## config.mk

```make
export PLATFORM = sky130hd
export DESIGN_NAME = gate_stim_gen
export DESIGN_NICKNAME = d
export VERILOG_FILES = /design/src/rtl/gate_tb_pkg.sv /design/src/rtl/stim_lfsr16.sv /design/src/rtl/gate_stim_gen.sv
export SDC_FILE = /design/constraint.sdc
export NUM_CORES = 1
export LEC_CHECK = 0
export BUFFER_PORTS_ARGS = -buffer_cell sky130_fd_sc_hd__buf_4
export CELL_PAD_IN_SITES_DETAIL_PLACEMENT = 0
export CELL_PAD_IN_SITES_GLOBAL_PLACEMENT = 2
export CORE_MARGIN = 2
export CORE_UTILIZATION = 35
export CTS_CLUSTER_DIAMETER = 30
export CTS_CLUSTER_SIZE = 30
export DETAILED_ROUTE_END_ITERATION = 16
export HOLD_SLACK_MARGIN = 0.08
export MAX_ROUTING_LAYER = met4
export PLACE_DENSITY_LB_ADDON = 0.25
export SKIP_CTS_REPAIR_TIMING = 1
export SYNTH_ARGS = -nofsm -noshare
export SYNTH_HDL_FRONTEND = slang
export SYNTH_HIERARCHICAL = 1
export SYNTH_SLANG_ARGS = --single-unit
```

## constraint.sdc

```tcl
create_clock -name clk -period 2.6 [get_ports clk]
set_input_delay 0.26 -clock clk [delete_from_list [all_inputs] [get_ports clk]]
set_output_delay 0.26 -clock clk [all_outputs]
set_load 0.02 [all_outputs]
```

## src/rtl/gate_tb_pkg.sv

```systemverilog
// rtl/gate_tb_pkg.sv - shared state encoding and LFSR constants for the gate stimulus sequencer
package gate_tb_pkg;

    typedef enum logic [1:0] {
        IDLE   = 2'd0,
        SWEEP  = 2'd1,
        RANDOM = 2'd2,
        DONE   = 2'd3
    } gate_state_e;

    localparam logic [15:0] LFSR_MASK         = 16'hB400;
    localparam logic [15:0] LFSR_SEED_DEFAULT = 16'hACE1;

endpackage

```

## src/rtl/stim_lfsr16.sv

```systemverilog
// rtl/stim_lfsr16.sv - 16-bit Galois LFSR with seed load and single-step control
module stim_lfsr16
    import gate_tb_pkg::*;
#(
    parameter logic [15:0] SEED = LFSR_SEED_DEFAULT
) (
    input  logic        clk,
    input  logic        rst,
    input  logic        load,
    input  logic        step,
    output logic [15:0] next_val
);

    logic [15:0] state_q;
    logic [15:0] state_d;
    logic [15:0] step_val;

    // Galois right-shift: feed the dropped bit back through the tap mask
    always_comb begin
        step_val = state_q >> 1;
        if (state_q[0]) begin
            step_val = (state_q >> 1) ^ LFSR_MASK;
        end
        state_d = state_q;
        if (load) begin
            state_d = SEED;
        end else if (step) begin
            state_d = step_val;
        end
    end

    // State register; reload the seed on reset so every run is repeatable
    always_ff @(posedge clk) begin
        if (rst) begin
            state_q <= SEED;
        end else begin
            state_q <= state_d;
        end
    end

    // The caller latches the post-step value as the new vector in the same edge
    assign next_val = step_val;

endmodule

```

## src/rtl/gate_stim_gen.sv

```systemverilog
// rtl/gate_stim_gen.sv - clocked exhaustive gate input sweeper; RAND_MODE_EN adds an LFSR random phase
module gate_stim_gen
    import gate_tb_pkg::*;
#(
    parameter int          N_IN       = 2,
    parameter int          HOLD       = 5,
    parameter int          LOOPS      = 2,
    parameter int          RAND_COUNT = 8,
    parameter logic [15:0] LFSR_SEED  = LFSR_SEED_DEFAULT
) (
    input  logic            clk,
    input  logic            rst,
    input  logic            start,
    output logic [N_IN-1:0] vec,
    output logic            vec_stb,
    output logic [N_IN+3:0] vec_idx,
    output logic            busy,
    output logic            done
);

    localparam int              IW         = N_IN + 4;
    localparam logic [N_IN-1:0] VEC_MAX    = '1;
    localparam logic [7:0]      HOLD_LAST  = 8'(HOLD - 1);
    localparam logic [3:0]      LOOPS_LAST = 4'(LOOPS - 1);

    // Reject configurations the counters cannot represent
    if (N_IN < 1 || N_IN > 8 || HOLD < 1 || HOLD > 255 || LOOPS < 1 || LOOPS > 15 ||
        RAND_COUNT < 0 || LFSR_SEED == 16'h0000) begin : g_bad_params
        $error("gate_stim_gen: illegal parameter set");
    end

    gate_state_e     state_q, state_d;
    logic [N_IN-1:0] vec_q, vec_d;
    logic            stb_q, stb_d;
    logic [IW-1:0]   idx_q, idx_d;
    logic [7:0]      hold_q, hold_d;
    logic [3:0]      loop_q, loop_d;

`ifdef RAND_MODE_EN
    localparam logic [15:0] RAND_LAST = 16'(RAND_COUNT - 1);

    logic [15:0] rand_q, rand_d;
    logic        lfsr_load;
    logic        lfsr_step;
    logic [15:0] lfsr_next;

    stim_lfsr16 #(
        .SEED     (LFSR_SEED)
    ) u_lfsr (
        .clk      (clk),
        .rst      (rst),
        .load     (lfsr_load),
        .step     (lfsr_step),
        .next_val (lfsr_next)
    );
`endif

    // Next-state: hold counter paces vectors, loop counter counts full sweeps
    always_comb begin
        state_d = state_q;
        vec_d   = vec_q;
        stb_d   = 1'b0;
        idx_d   = idx_q;
        hold_d  = hold_q;
        loop_d  = loop_q;
`ifdef RAND_MODE_EN
        rand_d    = rand_q;
        lfsr_load = 1'b0;
        lfsr_step = 1'b0;
`endif
        case (state_q)
            IDLE, DONE: begin
                if (start) begin
                    state_d = SWEEP;
                    vec_d   = '0;
                    stb_d   = 1'b1;
                    idx_d   = '0;
                    hold_d  = '0;
                    loop_d  = '0;
`ifdef RAND_MODE_EN
                    rand_d    = '0;
                    lfsr_load = 1'b1;
`endif
                end
            end
            SWEEP: begin
                if (hold_q == HOLD_LAST) begin
                    hold_d = '0;
                    if (vec_q == VEC_MAX && loop_q == LOOPS_LAST) begin
`ifdef RAND_MODE_EN
                        if (RAND_COUNT > 0) begin
                            state_d   = RANDOM;
                            lfsr_step = 1'b1;
                            vec_d     = lfsr_next[N_IN-1:0];
                            stb_d     = 1'b1;
                            idx_d     = idx_q + 1'b1;
                            rand_d    = '0;
                        end else begin
                            state_d = DONE;
                        end
`else
                        state_d = DONE;
`endif
                    end else begin
                        if (vec_q == VEC_MAX) begin
                            loop_d = loop_q + 1'b1;
                        end
                        vec_d = vec_q + 1'b1;
                        stb_d = 1'b1;
                        idx_d = idx_q + 1'b1;
                    end
                end else begin
                    hold_d = hold_q + 1'b1;
                end
            end
`ifdef RAND_MODE_EN
            RANDOM: begin
                if (hold_q == HOLD_LAST) begin
                    hold_d = '0;
                    if (rand_q == RAND_LAST) begin
                        state_d = DONE;
                    end else begin
                        rand_d    = rand_q + 1'b1;
                        lfsr_step = 1'b1;
                        vec_d     = lfsr_next[N_IN-1:0];
                        stb_d     = 1'b1;
                        idx_d     = idx_q + 1'b1;
                    end
                end else begin
                    hold_d = hold_q + 1'b1;
                end
            end
`endif
            default: begin
                state_d = IDLE;
            end
        endcase
    end

    // State and output registers; reset wins over any run in progress
    always_ff @(posedge clk) begin
        if (rst) begin
            state_q <= IDLE;
            vec_q   <= '0;
            stb_q   <= 1'b0;
            idx_q   <= '0;
            hold_q  <= '0;
            loop_q  <= '0;
`ifdef RAND_MODE_EN
            rand_q  <= '0;
`endif
        end else begin
            state_q <= state_d;
            vec_q   <= vec_d;
            stb_q   <= stb_d;
            idx_q   <= idx_d;
            hold_q  <= hold_d;
            loop_q  <= loop_d;
`ifdef RAND_MODE_EN
            rand_q  <= rand_d;
`endif
        end
    end

    assign vec     = vec_q;
    assign vec_stb = stb_q;
    assign vec_idx = idx_q;
    assign busy    = (state_q == SWEEP) || (state_q == RANDOM);
    assign done    = (state_q == DONE);

endmodule
```

==> qor.yml, run 1 <==
die-area_um2: 4410
die_w_um: 66.4
p_leak_nw: 0.625
synth_top_area_share_pct: 33.8
synthToLayoutAreaGrowth_pct: 14.0
switching_share_pct: 38.7
fin_ws_ns: 0.400
die_y_um: 66.4
antenna_found_initial: 0
max_freq_mhz: 454
total_power_mw: 1.05
place_hpwl_um: 2240
yosys_warnings: 6
status: "completed"
antenna_left: 0
grt_pass1_vias: 1117
cp_max_fo: 7
cp.required_ns: 2.80
seq_power_share_pct: 37.4
synth_cell_types: 47
synthCells: 155
yosysSeqAreaShare_pct: 33.8
min_period_ns: 2.20
hold_path_class: "input pin to flip-flop"
timing.final.crit_share_pct: 84.6
clock_latency_ns: 0.27
synth-seq-cells: 23
fillers: 388
criticalPathCategory: "flip-flop to flip-flop"
initialDrtViolationCount: 64
fin_util_pct: 41.9
grt_pass1_wl_um: 5330
worstMarginPinSlew_ns: 0.463
maxCapViolations: 0
gp_congestion: 0.732
power-per-cell-area_nw_per_um2: 677
end_kind: "flip-flop"
start_util_pct: 36.7
cpPeakStageDelay_ns: 0.48
p_clk_share_pct: 21.4
io_buffers: 13
worstPathArrival_ns: 2.40
cp_top_family: "simple AND/OR/NAND/NOR gates"
grt.total_usage_pct: 16.2
maxSlewViolCount: 0
coreArea_um2: 3720
p_switching_mw: 0.407
grt-ovfl-total: 0
drive_gt1_share_pct: 17.9
n_antenna_cell: 0
clk_root_buffer_cell: "clkbuf_8"
cp_cell_sequence: "inv_1 > ha_1 > nor2b_1 > a211oi_1 > or3b_2 > a31oi_1"
drtPass1Iterations: 4
regArea_um2: 460
drc: 0
cts.sinks: 23
p_comb_share_pct: 41.2
io_pins: 14
multi_input_area_um2: 847
clock_path_buffers: 2
tns_ns: 0
async_reset_ff_share_pct: 0
routed_via_density: 5.49
fp-row-count: 22
synth_edf_count: 0
syn-cell-area_um2: 1360
numCtsBuffers: 3
synth_top_flop_cell: "dfxtp_1"
critPathBufInv: 1
synth_fp_nets: 167
pre_cts_ws_ns: 0.397
internal_power_mw: 0.645
h-tree-depth: 1
synth.area.top_cells: "dfxtp_1 34%, ha_1 8.3%, nor2_1 3.6%"
nets: 181
clk_pin_slew_ns: 0.08
slowest_stage: "or3b_2"
vias: 1185
avgSynthCellArea_um2: 8.80
synth_top_area_cell: "dfxtp_1"
relSlewSlack_pct: 69.0
wire_per_inst_um: 13.9
cts_tree: "done"
final_hold_viol_count: 0
grt_max_degree: 24
rsz0062_at_grt: "no"
setup_viol: 0
drt_wl_total_um: 3000
fin_worst_skew_ns: 0.00688
crit_path_start_kind: "flip-flop"
ir_worst_vdd_mv: 0.221
[state kept, by name, indices dropped and copies added (netlist names)]
signal   flops
hold_q       8
vec_idx      6
loop_q       4
state_q      2
vec          2
vec_stb      1
[path summary, 6_finish.rpt]
path / from / end / slack [ns] / cells past startpoint
worst max-delay path: state_q[0]$_SDFFE_PP0P_ / hold_q[7]$_SDFFE_PP0P_ / 0.40 / 6
worst min-delay path: start / vec_stb$_SDFF_PP0_ / 0.33 / 3
worst max register to register: state_q[0]$_SDFFE_PP0P_ / hold_q[7]$_SDFFE_PP0P_ / 0.40 / 6
worst min register to register: vec[1]$_SDFFE_PP0P_ / vec[1]$_SDFFE_PP0P_ / 0.52 / 2
[cell usage after synthesis (all sizes together) (3+ instances only)]
| library cell | count |
|---|---|
| nand4 | 8 |
| and3 | 3 |
| nand2b | 5 |
| a21oi | 5 |
| dfxtp | 23 |
| nand3 | 6 |
| a211oi | 3 |
| o21ai | 3 |
| inv | 10 |
| o22ai | 4 |
| xor2 | 5 |
| nand2 | 10 |
| nor2 | 13 |
| a31oi | 4 |
| clkbuf | 4 |
| ha | 9 |
| nor3 | 3 |
| a21o | 3 |
[final cells by class]
class	instances	share of cell area, %
Multi-Input combinational cell	117	54.5
Sequential cell	23	29.6
Timing Repair Buffer	14	6.76
Tap cell	48	3.86
Clock buffer	4	2.90
Inverter	10	2.41
[kinds of logic (layout without fill, tap and decap cells)]
family                     after synthesis  count (layout)  synth area share [%]
and+or+nand+nor                         67              67                  30.6
DFF                                     23              23                  33.8
xor gates and xnor gates                 5               5                  3.21
AOI/OAI and AO/OA                       33              33                  17.7
adders and majority gates                9               9                  8.26
buffers and inverters                   15              28                  4.13
muxes                                    3               3                  2.39
[worst reg2reg max path: stages (launching register included)]
cell	delay [ns]
dfxtp_1	0.40
inv_1	0.06
ha_1	0.37
nor2b_1	0.23
a211oi_1	0.44
or3b_2	0.48
a31oi_1	0.15
[per-stage QoR]
stage	cell area (µm²)	instances	hold slack, ns
final	1560	216	0.328
after global routing	1560	216	0.349
after CTS	1560	216	0.329
after detailed placement	1510	212	0.505
after global placement	1510	212	0.484
after floorplan	1360	155	0.430
[power groups by stage]
stage	clock, mW	sequential [mW]	combinational (mW)
finish	0.225	0.394	0.433
global route	0.249	0.397	0.489
CTS	0.233	0.393	0.443
detailed placement	0	0.402	0.441
global placement	0	0.399	0.440
floorplan	0	0.402	0.321
[cells in the final DEF (no fill, tap or decap), types with 2 or more instances in the layout]
cell type	instances
nor3_1	3
mux2_2	2
a21oi_1	5
a31oi_1	4
buf_4	14
clkbuf_8	3
nand4b_1	2
a211oi_1	3
nor2b_1	2
ha_1	9
nand2b_1	5
or2_2	2
inv_1	10
a21o_1	3
nand2_1	10
nor4_1	2
or3b_2	2
nand3_1	6
dfxtp_1	23
o21ai_0	3
o22ai_1	4
nor2_1	13
and3_1	2
a211o_1	2
nand4_1	7
xor2_1	5
[per-layer routing]
layer	GRT usage, %	share of wire (%)
met1	22.3	52
met2	23.5	43
met3	2.73	3.1
met4	6.12	1.8
met5	-	0
(Power assumes the default switching activity.)
==> inputs of run 2 (changes only) <==
Clock period 2.6 ns to 2.3 ns, I/O delays scaled along.
==> run 2 against run 1 <==
Combinational power is 18% higher. Flip-flop and latch count unchanged. Cell area up 0.48%. Utilization grew 0.20 points.
==> qor.yml, run 2 (synthesized netlist as in run 1, its figures left out) <==
status: "completed"
drtPass1Iterations: 4
n_antenna_cell: 0
total_power_mw: 1.21
timing.final.crit_share_pct: 91.1
nets: 182
multi_input_area_um2: 847
relSlewSlack_pct: 66.5
largest_reg_flops: 8
max_freq_mhz: 477
crit_path_start_kind: "flip-flop"
wire_per_inst_um: 14.1
holdWs_ns: 0.300
clock_latency_ns: 0.26
min_period_ns: 2.10
grtUsageMet1_pct: 22.9
place_hpwl_um: 2310
drive_gt1_share_pct: 18.3
antenna_found_initial: 0
regArea_um2: 460
antenna_left: 0
place_area_um2: 1520
end_kind: "flip-flop"
fin_util_pct: 42.1
die-area_um2: 4410
io_buffers: 13
maxCapViolations: 0
critical_path.endpoint: "vec_idx[2]$_SDFFE_PP0P_"
h-tree-depth: 1
dp_cells: 213
fin_worst_skew_ns: 0.00474
cp.required_ns: 2.49
fillers: 389
largest_register: "hold_q"
mostFrequentLayoutCell: "dfxtp_1"
grt_pass1_vias: 1098
cts.sinks: 23
hold_path_class: "input pin to flip-flop"
gp_congestion: 0.741
pre_cts_ws_ns: 0.243
synthToLayoutAreaGrowth_pct: 14.6
ir_worst_vdd_mv: 0.326
r2r_slack_ns: 0.20
reg2reg_to: "vec_idx[2]$_SDFFE_PP0P_"
top_usage_layer: "met1"
coreArea_um2: 3720
cp_max_fo: 7
grt.total_usage_pct: 16.0
die_y_um: 66.4
final_cell_mix: "23 x dfxtp_1, 15 x buf_4, 13 x nor2_1"
startpoint: "state_q[0]$_SDFFE_PP0P_"
met2_usage_pct: 22.6
rsz0062_at_grt: "no"
stdcell_count: 217
ff2ff_path_depth: 6
grt_util_met3_pct: 4.26
grt_max_degree: 24
criticalPathCategory: "flip-flop to flip-flop"
tns_ns: 0
drt_wl_total_um: 3070
drc: 0
r2r_start: "state_q[0]$_SDFFE_PP0P_"
final_cell_area_um2: 1560
maxSlewViolCount: 0
fp-row-count: 22
cts_tree: "done"
clock_path_buffers: 2
routed_via_density: 5.38
p_leak_nw: 0.630
clk_root_buffer_cell: "clkbuf_8"
die_w_um: 66.4
crit_cells: 6
cpPeakStageDelay_ns: 0.46
io_pins: 14
slowest_stage: "or4b_1"
grt-ovfl-total: 0
worstPathArrival_ns: 2.29
worstMarginPinSlew_ns: 0.502
fin_ws_ns: 0.205
start_util_pct: 36.7
vias: 1167
power-per-cell-area_nw_per_um2: 773
setup_viol: 0
numCtsBuffers: 3
cp_top_family: "simple AND/OR/NAND/NOR gates"
grt_pass1_wl_um: 5330
initialDrtViolationCount: 58
final_hold_viol_count: 0
cp_cell_sequence: "inv_1 > ha_1 > nor2b_1 > nor2_1 > or4b_1 > a31oi_1"
clk_pin_slew_ns: 0.08
critPathBufInv: 1
## run 2: worst min path at each step
stage | cells after the start | end | slack (ns) | startpoint
floorplan | 2 | vec_stb$_SDFF_PP0_ | 0.40 | start
global placement | 2 | vec[1]$_SDFFE_PP0P_ | 0.48 | vec[1]$_SDFFE_PP0P_
detailed placement | 2 | loop_q[3]$_SDFFE_PP0P_ | 0.49 | loop_q[3]$_SDFFE_PP0P_
CTS | 2 | hold_q[0]$_SDFFE_PP0P_ | 0.30 | rst
global route | 2 | vec_idx[1]$_SDFFE_PP0P_ | 0.30 | rst
finish | 2 | vec_idx[1]$_SDFFE_PP0P_ | 0.30 | rst
## run 2: routing by layer
metal	routed length, µm	vias up	part of all wire (%)
li1	-	601	-
met1	1620	548	53
met2	1330	16	43
met3	96	2	3.1
met4	18	0	0.59
met5	0	-	0
## run 2: area by class of cell
| type | instances | share of cell area [%] |
|---|---|---|
| clock buffer | 4 | 2.88 |
| inverter | 10 | 2.40 |
| multi-input combinational | 117 | 54.2 |
| sequential | 23 | 29.5 |
| tap | 48 | 3.84 |
| timing repair buffer | 15 | 7.21 |
## run 2: where the power goes
group / internal, mW / leakage [nW] / switching [mW]
Combinational: 0.192 / 0.421 / 0.320
Sequential: 0.422 / 0.186 / 0.0217
Clock: 0.124 / 0.0228 / 0.128
